### src/rtl/mem_arbiter_if.sv
// Bus bundle between the two masters, the arbiter and the unified memory.
// slave = arbiter view, master = requesters plus memory model view.
interface mem_arbiter_if #(
  parameter int ADDR_W      = 32,
  parameter int DATA_W      = 32,
  parameter int MAX_BURST_W = 4
);
  logic                   m0_req;
  logic                   m0_we;
  logic [ADDR_W-1:0]      m0_addr;
  logic [DATA_W-1:0]      m0_wdata;
  logic                   m0_gnt;
  logic                   m0_rvalid;
  logic [DATA_W-1:0]      m0_rdata;
  logic                   m1_req;
  logic                   m1_we;
  logic [ADDR_W-1:0]      m1_addr;
  logic [MAX_BURST_W-1:0] m1_len;
  logic [DATA_W-1:0]      m1_wdata;
  logic                   m1_gnt;
  logic                   m1_beat;
  logic                   m1_rvalid;
  logic [DATA_W-1:0]      m1_rdata;
  logic                   m1_done;
  logic [ADDR_W-1:0]      mem_A;
  logic [DATA_W-1:0]      mem_WD;
  logic                   mem_MemWrite;
  logic [DATA_W-1:0]      mem_RD;

  modport slave (
    input  m0_req, m0_we, m0_addr, m0_wdata,
    output m0_gnt, m0_rvalid, m0_rdata,
    input  m1_req, m1_we, m1_addr, m1_len, m1_wdata,
    output m1_gnt, m1_beat, m1_rvalid, m1_rdata, m1_done,
    output mem_A, mem_WD, mem_MemWrite,
    input  mem_RD
  );

  modport master (
    output m0_req, m0_we, m0_addr, m0_wdata,
    input  m0_gnt, m0_rvalid, m0_rdata,
    output m1_req, m1_we, m1_addr, m1_len, m1_wdata,
    input  m1_gnt, m1_beat, m1_rvalid, m1_rdata, m1_done,
    input  mem_A, mem_WD, mem_MemWrite,
    output mem_RD
  );
endinterface

### src/rtl/mem_arbiter.sv
// Round-robin arbiter: CPU single accesses vs DMA bursts on one memory port.
// Define MEM_ARB_STATS_EN to add saturating grant/beat counters.
module mem_arbiter #(
  parameter int ADDR_W      = 32,
  parameter int DATA_W      = 32,
  parameter int MAX_BURST_W = 4
) (
  input  logic        clk,
  input  logic        reset,
`ifdef MEM_ARB_STATS_EN
  output logic [31:0] m0_grant_count,
  output logic [31:0] m1_beat_count,
`endif
  mem_arbiter_if.slave bus
);

  typedef enum logic {IDLE, BURST} state_e;

  state_e                 state_q, state_d;
  logic                   ptr_q, ptr_d;
  logic [ADDR_W-1:0]      addr_q, addr_d;
  logic [MAX_BURST_W-1:0] cnt_q, cnt_d;
  logic                   we_q, we_d;
  logic [ADDR_W-1:0]      a_q, a_d;
  logic [DATA_W-1:0]      wd_q, wd_d;
  logic                   rv0_q, rv0_d;
  logic                   rv1_q, rv1_d;

  logic                   gnt0, gnt1, beat, done, mwe;

  always_comb begin
    state_d = state_q;
    ptr_d   = ptr_q;
    addr_d  = addr_q;
    cnt_d   = cnt_q;
    we_d    = we_q;
    a_d     = a_q;
    wd_d    = wd_q;
    rv0_d   = 1'b0;
    rv1_d   = 1'b0;
    gnt0    = 1'b0;
    gnt1    = 1'b0;
    beat    = 1'b0;
    done    = 1'b0;
    mwe     = 1'b0;
    unique case (state_q)
      IDLE: if (!reset) begin
        // pointer only breaks ties; a lone requester always wins
        gnt0 = bus.m0_req & ~(bus.m1_req & ptr_q);
        gnt1 = bus.m1_req & ~gnt0;
        if (bus.m0_req && bus.m1_req) ptr_d = ~ptr_q;
        if (gnt0) begin
          a_d   = bus.m0_addr;
          wd_d  = bus.m0_wdata;
          mwe   = bus.m0_we;
          rv0_d = ~bus.m0_we;
        end
        if (gnt1) begin
          addr_d  = bus.m1_addr;
          cnt_d   = bus.m1_len;
          we_d    = bus.m1_we;
          state_d = BURST;
        end
      end
      BURST: if (!reset) begin
        beat   = 1'b1;
        a_d    = addr_q;
        wd_d   = bus.m1_wdata;
        mwe    = we_q;
        rv1_d  = ~we_q;
        addr_d = addr_q + ADDR_W'(4);
        cnt_d  = cnt_q - MAX_BURST_W'(1);
        if (cnt_q == '0) begin
          done    = 1'b1;
          ptr_d   = 1'b0;
          state_d = IDLE;
        end
      end
      default: state_d = IDLE;
    endcase
  end

  always_ff @(posedge clk) begin
    if (reset) begin
      state_q <= IDLE;
      ptr_q   <= 1'b0;
      addr_q  <= '0;
      cnt_q   <= '0;
      we_q    <= 1'b0;
      a_q     <= '0;
      wd_q    <= '0;
      rv0_q   <= 1'b0;
      rv1_q   <= 1'b0;
    end else begin
      state_q <= state_d;
      ptr_q   <= ptr_d;
      addr_q  <= addr_d;
      cnt_q   <= cnt_d;
      we_q    <= we_d;
      a_q     <= a_d;
      wd_q    <= wd_d;
      rv0_q   <= rv0_d;
      rv1_q   <= rv1_d;
    end
  end

  assign bus.m0_gnt       = gnt0;
  assign bus.m1_gnt       = gnt1;
  assign bus.m1_beat      = beat;
  assign bus.m1_done      = done;
  assign bus.mem_A        = a_d;
  assign bus.mem_WD       = wd_d;
  assign bus.mem_MemWrite = mwe;
  // reset in flight kills a read return still on its way back
  assign bus.m0_rvalid    = rv0_q & ~reset;
  assign bus.m1_rvalid    = rv1_q & ~reset;
  assign bus.m0_rdata     = bus.m0_rvalid ? bus.mem_RD : '0;
  assign bus.m1_rdata     = bus.m1_rvalid ? bus.mem_RD : '0;

`ifdef MEM_ARB_STATS_EN
  logic [31:0] g0cnt_q, b1cnt_q;

  always_ff @(posedge clk) begin
    if (reset) begin
      g0cnt_q <= '0;
      b1cnt_q <= '0;
    end else begin
      if (gnt0 && g0cnt_q != '1) g0cnt_q <= g0cnt_q + 32'd1;
      if (beat && b1cnt_q != '1) b1cnt_q <= b1cnt_q + 32'd1;
    end
  end

  assign m0_grant_count = g0cnt_q;
  assign m1_beat_count  = b1cnt_q;
`endif

endmodule
### src/flat_wrapper.sv
// flat-port wrapper written by rule: the top's interface ports become plain ports
module mem_arbiter_flat 
#(
  parameter int ADDR_W      = 32,
  parameter int DATA_W      = 32,
  parameter int MAX_BURST_W = 4
)
  (clk, reset, bus_m0_req, bus_m0_we, bus_m0_addr, bus_m0_wdata, bus_m0_gnt, bus_m0_rvalid, bus_m0_rdata, bus_m1_req, bus_m1_we, bus_m1_addr, bus_m1_len, bus_m1_wdata, bus_m1_gnt, bus_m1_beat, bus_m1_rvalid, bus_m1_rdata, bus_m1_done, bus_mem_A, bus_mem_WD, bus_mem_MemWrite, bus_mem_RD);
  mem_arbiter_if #(.ADDR_W(ADDR_W), .DATA_W(DATA_W), .MAX_BURST_W(MAX_BURST_W)) bus_i ();
  input  logic clk;
  input  logic reset;
  input wire logic [$bits(bus_i.m0_req)-1:0] bus_m0_req;
  input wire logic [$bits(bus_i.m0_we)-1:0] bus_m0_we;
  input wire logic [$bits(bus_i.m0_addr)-1:0] bus_m0_addr;
  input wire logic [$bits(bus_i.m0_wdata)-1:0] bus_m0_wdata;
  output wire logic [$bits(bus_i.m0_gnt)-1:0] bus_m0_gnt;
  output wire logic [$bits(bus_i.m0_rvalid)-1:0] bus_m0_rvalid;
  output wire logic [$bits(bus_i.m0_rdata)-1:0] bus_m0_rdata;
  input wire logic [$bits(bus_i.m1_req)-1:0] bus_m1_req;
  input wire logic [$bits(bus_i.m1_we)-1:0] bus_m1_we;
  input wire logic [$bits(bus_i.m1_addr)-1:0] bus_m1_addr;
  input wire logic [$bits(bus_i.m1_len)-1:0] bus_m1_len;
  input wire logic [$bits(bus_i.m1_wdata)-1:0] bus_m1_wdata;
  output wire logic [$bits(bus_i.m1_gnt)-1:0] bus_m1_gnt;
  output wire logic [$bits(bus_i.m1_beat)-1:0] bus_m1_beat;
  output wire logic [$bits(bus_i.m1_rvalid)-1:0] bus_m1_rvalid;
  output wire logic [$bits(bus_i.m1_rdata)-1:0] bus_m1_rdata;
  output wire logic [$bits(bus_i.m1_done)-1:0] bus_m1_done;
  output wire logic [$bits(bus_i.mem_A)-1:0] bus_mem_A;
  output wire logic [$bits(bus_i.mem_WD)-1:0] bus_mem_WD;
  output wire logic [$bits(bus_i.mem_MemWrite)-1:0] bus_mem_MemWrite;
  input wire logic [$bits(bus_i.mem_RD)-1:0] bus_mem_RD;
  assign bus_i.m0_req = bus_m0_req;
  assign bus_i.m0_we = bus_m0_we;
  assign bus_i.m0_addr = bus_m0_addr;
  assign bus_i.m0_wdata = bus_m0_wdata;
  assign bus_m0_gnt = bus_i.m0_gnt;
  assign bus_m0_rvalid = bus_i.m0_rvalid;
  assign bus_m0_rdata = bus_i.m0_rdata;
  assign bus_i.m1_req = bus_m1_req;
  assign bus_i.m1_we = bus_m1_we;
  assign bus_i.m1_addr = bus_m1_addr;
  assign bus_i.m1_len = bus_m1_len;
  assign bus_i.m1_wdata = bus_m1_wdata;
  assign bus_m1_gnt = bus_i.m1_gnt;
  assign bus_m1_beat = bus_i.m1_beat;
  assign bus_m1_rvalid = bus_i.m1_rvalid;
  assign bus_m1_rdata = bus_i.m1_rdata;
  assign bus_m1_done = bus_i.m1_done;
  assign bus_mem_A = bus_i.mem_A;
  assign bus_mem_WD = bus_i.mem_WD;
  assign bus_mem_MemWrite = bus_i.mem_MemWrite;
  assign bus_i.mem_RD = bus_mem_RD;
  mem_arbiter #(.ADDR_W(ADDR_W), .DATA_W(DATA_W), .MAX_BURST_W(MAX_BURST_W)) u_core (.clk(clk), .reset(reset), .bus(bus_i));
endmodule
### config.mk
export PLATFORM = sky130hd
export DESIGN_NAME = mem_arbiter_flat
export DESIGN_NICKNAME = d
export VERILOG_FILES = /design/src/rtl/mem_arbiter_if.sv /design/src/rtl/mem_arbiter.sv /design/src/flat_wrapper.sv
export SDC_FILE = /design/constraint.sdc
export NUM_CORES = 1
export LEC_CHECK = 0
export ABC_AREA = 1
export CAP_MARGIN = 25
export CORE_ASPECT_RATIO = 0.9
export CORE_MARGIN = 4
export CORE_UTILIZATION = 35
export CTS_CLUSTER_DIAMETER = 80
export DETAILED_ROUTE_END_ITERATION = 10
export GPL_TIMING_DRIVEN = 0
export HOLD_SLACK_MARGIN = 0.02
export PLACE_DENSITY_LB_ADDON = 0.05
export SLEW_MARGIN = 10
export SYNTH_ARGS = -nofsm -noshare
export SYNTH_HDL_FRONTEND = slang
export SYNTH_SLANG_ARGS = --single-unit
### constraint.sdc
create_clock -name clk -period 2 [get_ports clk]
set_clock_uncertainty 0.1 [all_clocks]
set_input_delay 0.5 -clock clk [delete_from_list [all_inputs] [get_ports clk]]
set_output_delay 0.5 -clock clk [all_outputs]
set_load 0.01 [all_outputs]
==> Word level (Yosys, flattened, before mapping) <==
Index checks and enable logic that the tools add are counted.
{ "word_totals": {"reg_bits": 105, "output_inout_bits": 135, "word_cells": 65} }
{ "classes": {"add_sub_neg": 2, "eq_ne": 3, "muxes": 33, "n_bitwise": 12, "reduce_logical": 6} }
{ "ops": {"columns": ["op", "count"], "rows": [
  ["two-way mux 32 bit", 9],
  ["one-hot mux 32 bit (2 select lines)", 3],
  ["adder 32 x 3 -> 32 bit (second input constant)", 1],
  ["two-way mux 1 bit", 16],
  ["one-hot mux 4 bit (2 select lines)", 1],
  ["inverter 1 bit", 7],
  ["one-hot mux 1 bit (2 select lines)", 3],
  ["AND 1 bit", 5],
  ["logical NOT 4 bit", 1],
  ["two-way mux 4 bit", 1],
  ["!= test 2 x 1 -> 1 bit (second input constant)", 2],
  ["AND reduction 2 bit", 2],
  ["subtractor 4 x 1 -> 4 bit (second input constant)", 1],
  ["OR reduction 3 bit", 1],
  ["!= test 2 bit (second input constant)", 1],
  ["OR reduction 2 bit", 1],
  ["logical AND 1 bit", 1]
]} }

==> Longest topological paths before layout <==
{ "depth": {"word_depth": 7, "depth_mapped": 10, "mapped_depth_nobuf": 9} }

==> Worst setup path after synthesis <==
No wires, ideal clock.
{ "synth_path": {"path_type": "input -> output", "from": "in reset", "to": "out bus_mem_MemWrite", "t_arrival_ns": 1.516, "t_required_ns": 1.400, "slack_ns": -0.116, "cell_stages": 8, "cell_sequence": "buf_4 -> nor2_4 -> inv_2 -> buf_6 -> buf_2 -> nor2_1 -> nand2_1 -> o21ai_1"} }
{ "synth_via": {"elab_chain_cells": 2} }
{ "synth_lines": {"columns": ["item", "line", "source"], "rows": [
  ["start: declaration", "flat_wrapper.sv:11", "input logic reset;"],
  ["two-way mux 1 bit, on equally long branches", "mem_arbiter.sv:65, mem_arbiter.sv:47", null],
  ["one-hot mux 1 bit (2 select lines) (*)", "mem_arbiter.sv:46", "unique case (state_q)"],
  ["end: declaration", "flat_wrapper.sv:31", "output wire logic [$bits(bus_i.mem_MemWrite)-1:0] bus_mem_MemWrite;"]
]} }
Mark *: on every way between the ends. The rest lies on a longest branch, timed or not.

==> Worst setup path in the final report <==
{ "layout_path": {"from": "reg u_core.ptr_q", "to": "out bus_mem_A[17]"} }
{ "layout_via": {"elab_chain_cells": 6} }
{ "layout_lines": {"columns": ["item", "line", "source"], "rows": [
  ["start: declaration", "mem_arbiter.sv:20", "logic ptr_q, ptr_d;"],
  ["start signal: assignment", "mem_arbiter.sv:96", "ptr_q <= ptr_d;"],
  ["AND 1 bit", "mem_arbiter.sv:49", "gnt0 = bus.m0_req & ~(bus.m1_req & ptr_q);"],
  ["inverter 1 bit", "mem_arbiter.sv:49", null],
  ["AND 1 bit", "mem_arbiter.sv:49", null],
  ["two-way mux 32 bit", "mem_arbiter.sv:52", "if (gnt0) begin"],
  ["two-way mux 32 bit", "mem_arbiter.sv:47", "IDLE: if (!reset) begin"],
  ["one-hot mux 32 bit (2 select lines)", "mem_arbiter.sv:46", null],
  ["end: declaration", "flat_wrapper.sv:29", "output wire logic [$bits(bus_i.mem_A)-1:0] bus_mem_A;"]
]} }
Every way passes these cells.

==> results by group <==
Flow run
  – Reported max-cap violation count: 0

Synth
  – Mean Syn Cell Area: approximately 6.2 um^2
  – Combined area of all synthesized cells: between 6000 and 7000 um^2
  – Number of synthesis warnings: 0
  – Distinct cells, synth: 32
  – Flops & latches, synth: 105
  – Mapped Nets: 1234
  – Sequential fraction of the synthesis area: a little under a third
  – Synthesized instance count: approximately 1100

GRT
  – Total global routing track utilization: between 20 and 30%
  – Number of global-route vias before repair: approximately 8700
  – Pin count of the biggest net entering global routing: 18
  – Global-route congestion overflow total: 0
  – First-pass GRT wire length: 48.8 mm
  – Initial antenna violation count: 0

Routing
  – Via count of the routed design: roughly 9000
  – Wire length after detailed routing: 32.5 mm
  – Routed wirelength normalized by instance count: 18.6 um
  – Initial DRC Count: 661
  – Drt drc: 0
  – Pre-Repair DR Iteration Count: 6
  – Antenna Nets Post-Route: 0
  – Via density: 5.13

Setup path
  – Launching point of the worst reg2reg path: u_core.ptr_q$_SDFFE_PP0P_
  – Critical path data required time: about 1.4 ns
  – Register-to-register path setup slack: -0.44 ns
  – FF-to-FF path depth: 17
  – Crit path launch type: register
  – R2R Path End: u_core.wd_q[4]$_SDFF_PP0_
  – Classification of the worst setup path: reg2out
  – Max Fanout on Critical Path: 6
  – Nature of the critical path endpoint: output port
  – Worst endpoint data arrival time: roughly 1.9 ns

Status
  – Run status: finished, violations left
  – Violations in the final reports: negative setup slack

STA
  – Ratio of final minimum period to clock period: 122%
  – Worst rel slew slack: 52.7%
  – Final hold violations: 0
  – Final TNS setup: -25.97 ns
  – Clock period minus final worst setup slack: 2.45 ns
  – Transition time at the pin with the least slew margin: around 0.71 ns
  – Top achievable clock speed: roughly 400 MHz
  – Minimum setup slack in the final design: -0.449 ns
  – RSZ-0062 raised after global routing: yes
  – Final slew viol count: 0
  – Setup violations, final: 88

Die
  – Number of placed I/O pins: ~310
  – Die Area: 21100 um^2
  – Row count: between 40 and 50
  – Initial core utilization: 35.8%
  – Horizontal extent of the die: 153 um
  – Core ar.: 18500 um^2
  – Vertical extent of the die: between 100 and 150 um

Worst hold path
  – Worst Hold Depth: 1
  – Sink of the worst hold path: u_core.rv1_q$_SDFF_PN0_
  – Hold wc startpoint: u_core.we_q$_SDFFE_PP0P_
  – Path class of the lowest-slack min-delay path: reg2reg

Power and ir drop
  – Power Density: around 610 nW/um^2
  – Static power due to leakage: between 5 and 6 nW
  – VDD IR-drop max: 473 uV

Clocking
  – H-tree levels: 3
  – Number of hold buffers added after cts: 0
  – Clock net sink count: 105
  – Total CTS buffers: 9
  – Clock latency at the later pin of the worst-skew pair: roughly 0.37 ns
  – Root buffer cell: sky130_fd_sc_hd__clkbuf_16
  – Buffers from clock root to sink, at most: 2
  – Clock slew seen by the registers of the worst setup and hold paths: ~0.080 ns
  – Clock tree from TritonCTS: done

Place
  – Post-Place Cells: about 1600
  – Buffers on Ports: between 300 and 400
  – Setup Slack @ Placement: -1.47 ns
  – Gpl congestion: 0.921
  – Post-Place Cell Area: about 10000 um^2
  – HPWL reported at the end of detailed placement: 23.0 mm

Final layout
  – Total inserted antenna cells: 0
  – Post-layout instance count excluding filler cells: between 1500 and 2000
  – Area Growth Syn to Fin: 79.2%
  – Total number of nets in the final design: 1674
  – Post-route cell area: ~12000 um^2
  – Fraction of layout cells with a size suffix above 1: 28.7%
  – Most frequent standard cell in the layout excluding fill and tap cells: sky130_fd_sc_hd__nand2_1
  – Top library cells by usage in the layout, fill and taps aside: sky130_fd_sc_hd__nand2_1 (232), sky130_fd_sc_hd__clkdlybuf4s50_1 (165), sky130_fd_sc_hd__nor2_1 (117)
  – Final core utilization: about 64%
[kinds of logic after synthesis]
family	share of synthesized area [%]
fa+ha+maj	0.379
buf+inv	10.7
compound gates	25.4
flops	31.8
xor+xnor	1.72
simple gates	29.9
[registers in the layout, summed over array words and instances (netlist names)]
register	flops
u_core.a_q	32
u_core.cnt_q	4
u_core.addr_q	32
u_core.we_q	1
u_core.ptr_q	1
u_core.wd_q	32
u_core.state_q	1
u_core.rv0_q	1
u_core.rv1_q	1
[final cells by class]
type | instances | area (um^2)
multi-input combinational | 787 | 4260
clock buffer | 10 | 229
fill | 1718 | 6640
timing repair buffer | 429 | 3770
tap | 245 | 307
buffer | 68 | 636
inverter | 102 | 412
clock inverter | 6 | 114
sequential | 105 | 2110
[through the flow]
| step | power (mW) | hold slack, ns |
|---|---|---|
| after floorplan | 3.37 | 0.293 |
| after global placement | 4.47 | 0.339 |
| after detailed placement | 4.48 | 0.339 |
| after CTS | 7.03 | 0.344 |
| after global routing | 7.51 | 0.355 |
| final | 7.20 | 0.358 |
[timing repair]
action / in CTS / in global routing
gates cloned: 3 / 4
gates resized for setup: 626 / 162
endpoints found under the setup margin: 145 / 129
setup buffers: 136 / 24
pin swaps: 30 / 48
[worst max path at each step]
stage                                      endpoint                 startpoint  cells after the start
after floorplan                       bus_mem_A[18]                 bus_m1_req                      8
after global placement                bus_mem_A[15]                 bus_m1_req                      9
after detailed placement              bus_mem_A[15]                 bus_m1_req                      9
after CTS                             bus_mem_A[28]  u_core.ptr_q$_SDFFE_PP0P_                      9
after global routing      u_core.wd_q[4]$_SDFF_PP0_  u_core.ptr_q$_SDFFE_PP0P_                     17
final                                 bus_mem_A[17]  u_core.ptr_q$_SDFFE_PP0P_                      9
[power by group]
group / switching, mW / internal, mW
Sequential: 0.106 / 2.28
Clock: 0.900 / 1.23
Combinational: 1.28 / 1.40
[worst max-delay path: stages (launching register included)]
cell and delay (ns):
sky130_fd_sc_hd__dfxtp_2 0.33, sky130_fd_sc_hd__nand2_2 0.06, sky130_fd_sc_hd__nand2_2 0.07, sky130_fd_sc_hd__nor2_4 0.15, sky130_fd_sc_hd__inv_4 0.07, sky130_fd_sc_hd__clkbuf_16 0.17, sky130_fd_sc_hd__clkbuf_16 0.15, sky130_fd_sc_hd__o211ai_1 0.19
sky130_fd_sc_hd__nand2_1 0.13, sky130_fd_sc_hd__buf_2 0.16
[synth_stat cells]
| master | instances | area [um^2] |
|---|---|---|
| sky130_fd_sc_hd__nand2_1 | 236 | 886 |
| sky130_fd_sc_hd__a21oi_1 | 143 | 716 |
| sky130_fd_sc_hd__nor2_1 | 138 | 518 |
| sky130_fd_sc_hd__dfxtp_1 | 105 | 2100 |
| sky130_fd_sc_hd__inv_1 | 98 | 368 |
| sky130_fd_sc_hd__o211ai_1 | 64 | 480 |
| sky130_fd_sc_hd__o21ai_0 | 57 | 285 |
| sky130_fd_sc_hd__nand3_1 | 30 | 150 |
| sky130_fd_sc_hd__or2_2 | 29 | 181 |
| sky130_fd_sc_hd__buf_2 | 27 | 135 |
| sky130_fd_sc_hd__clkbuf_1 | 25 | 93.8 |
| sky130_fd_sc_hd__o21ai_1 | 25 | 125 |
| sky130_fd_sc_hd__nor3_1 | 24 | 120 |
| sky130_fd_sc_hd__xor2_1 | 12 | 105 |
| sky130_fd_sc_hd__buf_1 | 9 | 33.8 |
| sky130_fd_sc_hd__or2_1 | 9 | 56.3 |
| sky130_fd_sc_hd__a31oi_1 | 4 | 25.0 |
| sky130_fd_sc_hd__buf_6 | 4 | 45.0 |
| sky130_fd_sc_hd__inv_2 | 4 | 15.0 |
| sky130_fd_sc_hd__nor2_4 | 3 | 33.8 |
| sky130_fd_sc_hd__clkbuf_2 | 2 | 10.0 |
| sky130_fd_sc_hd__ha_1 | 2 | 25.0 |
| sky130_fd_sc_hd__nand2_2 | 2 | 12.5 |
| sky130_fd_sc_hd__nand4_1 | 2 | 12.5 |
| sky130_fd_sc_hd__and2_1 | 1 | 6.26 |
| sky130_fd_sc_hd__buf_4 | 1 | 7.51 |
| sky130_fd_sc_hd__o211ai_2 | 1 | 12.5 |
| sky130_fd_sc_hd__o21a_1 | 1 | 7.51 |
| sky130_fd_sc_hd__o21bai_1 | 1 | 7.51 |
| sky130_fd_sc_hd__o311ai_0 | 1 | 8.76 |
| sky130_fd_sc_hd__o31ai_1 | 1 | 7.51 |
| sky130_fd_sc_hd__xnor2_1 | 1 | 8.76 |
[metal layers]
metal | vias to the layer above | global-route usage (%) | routed length (um)
met5 | - | 0 | 0
met4 | 0 | 6.42 | 583
met3 | 37 | 5.94 | 2530
met2 | 398 | 50.0 | 15800
met1 | 4185 | 37.4 | 13600
li1 | 4363 | - | -
Note: power is estimated with default switching activity, not from simulation.
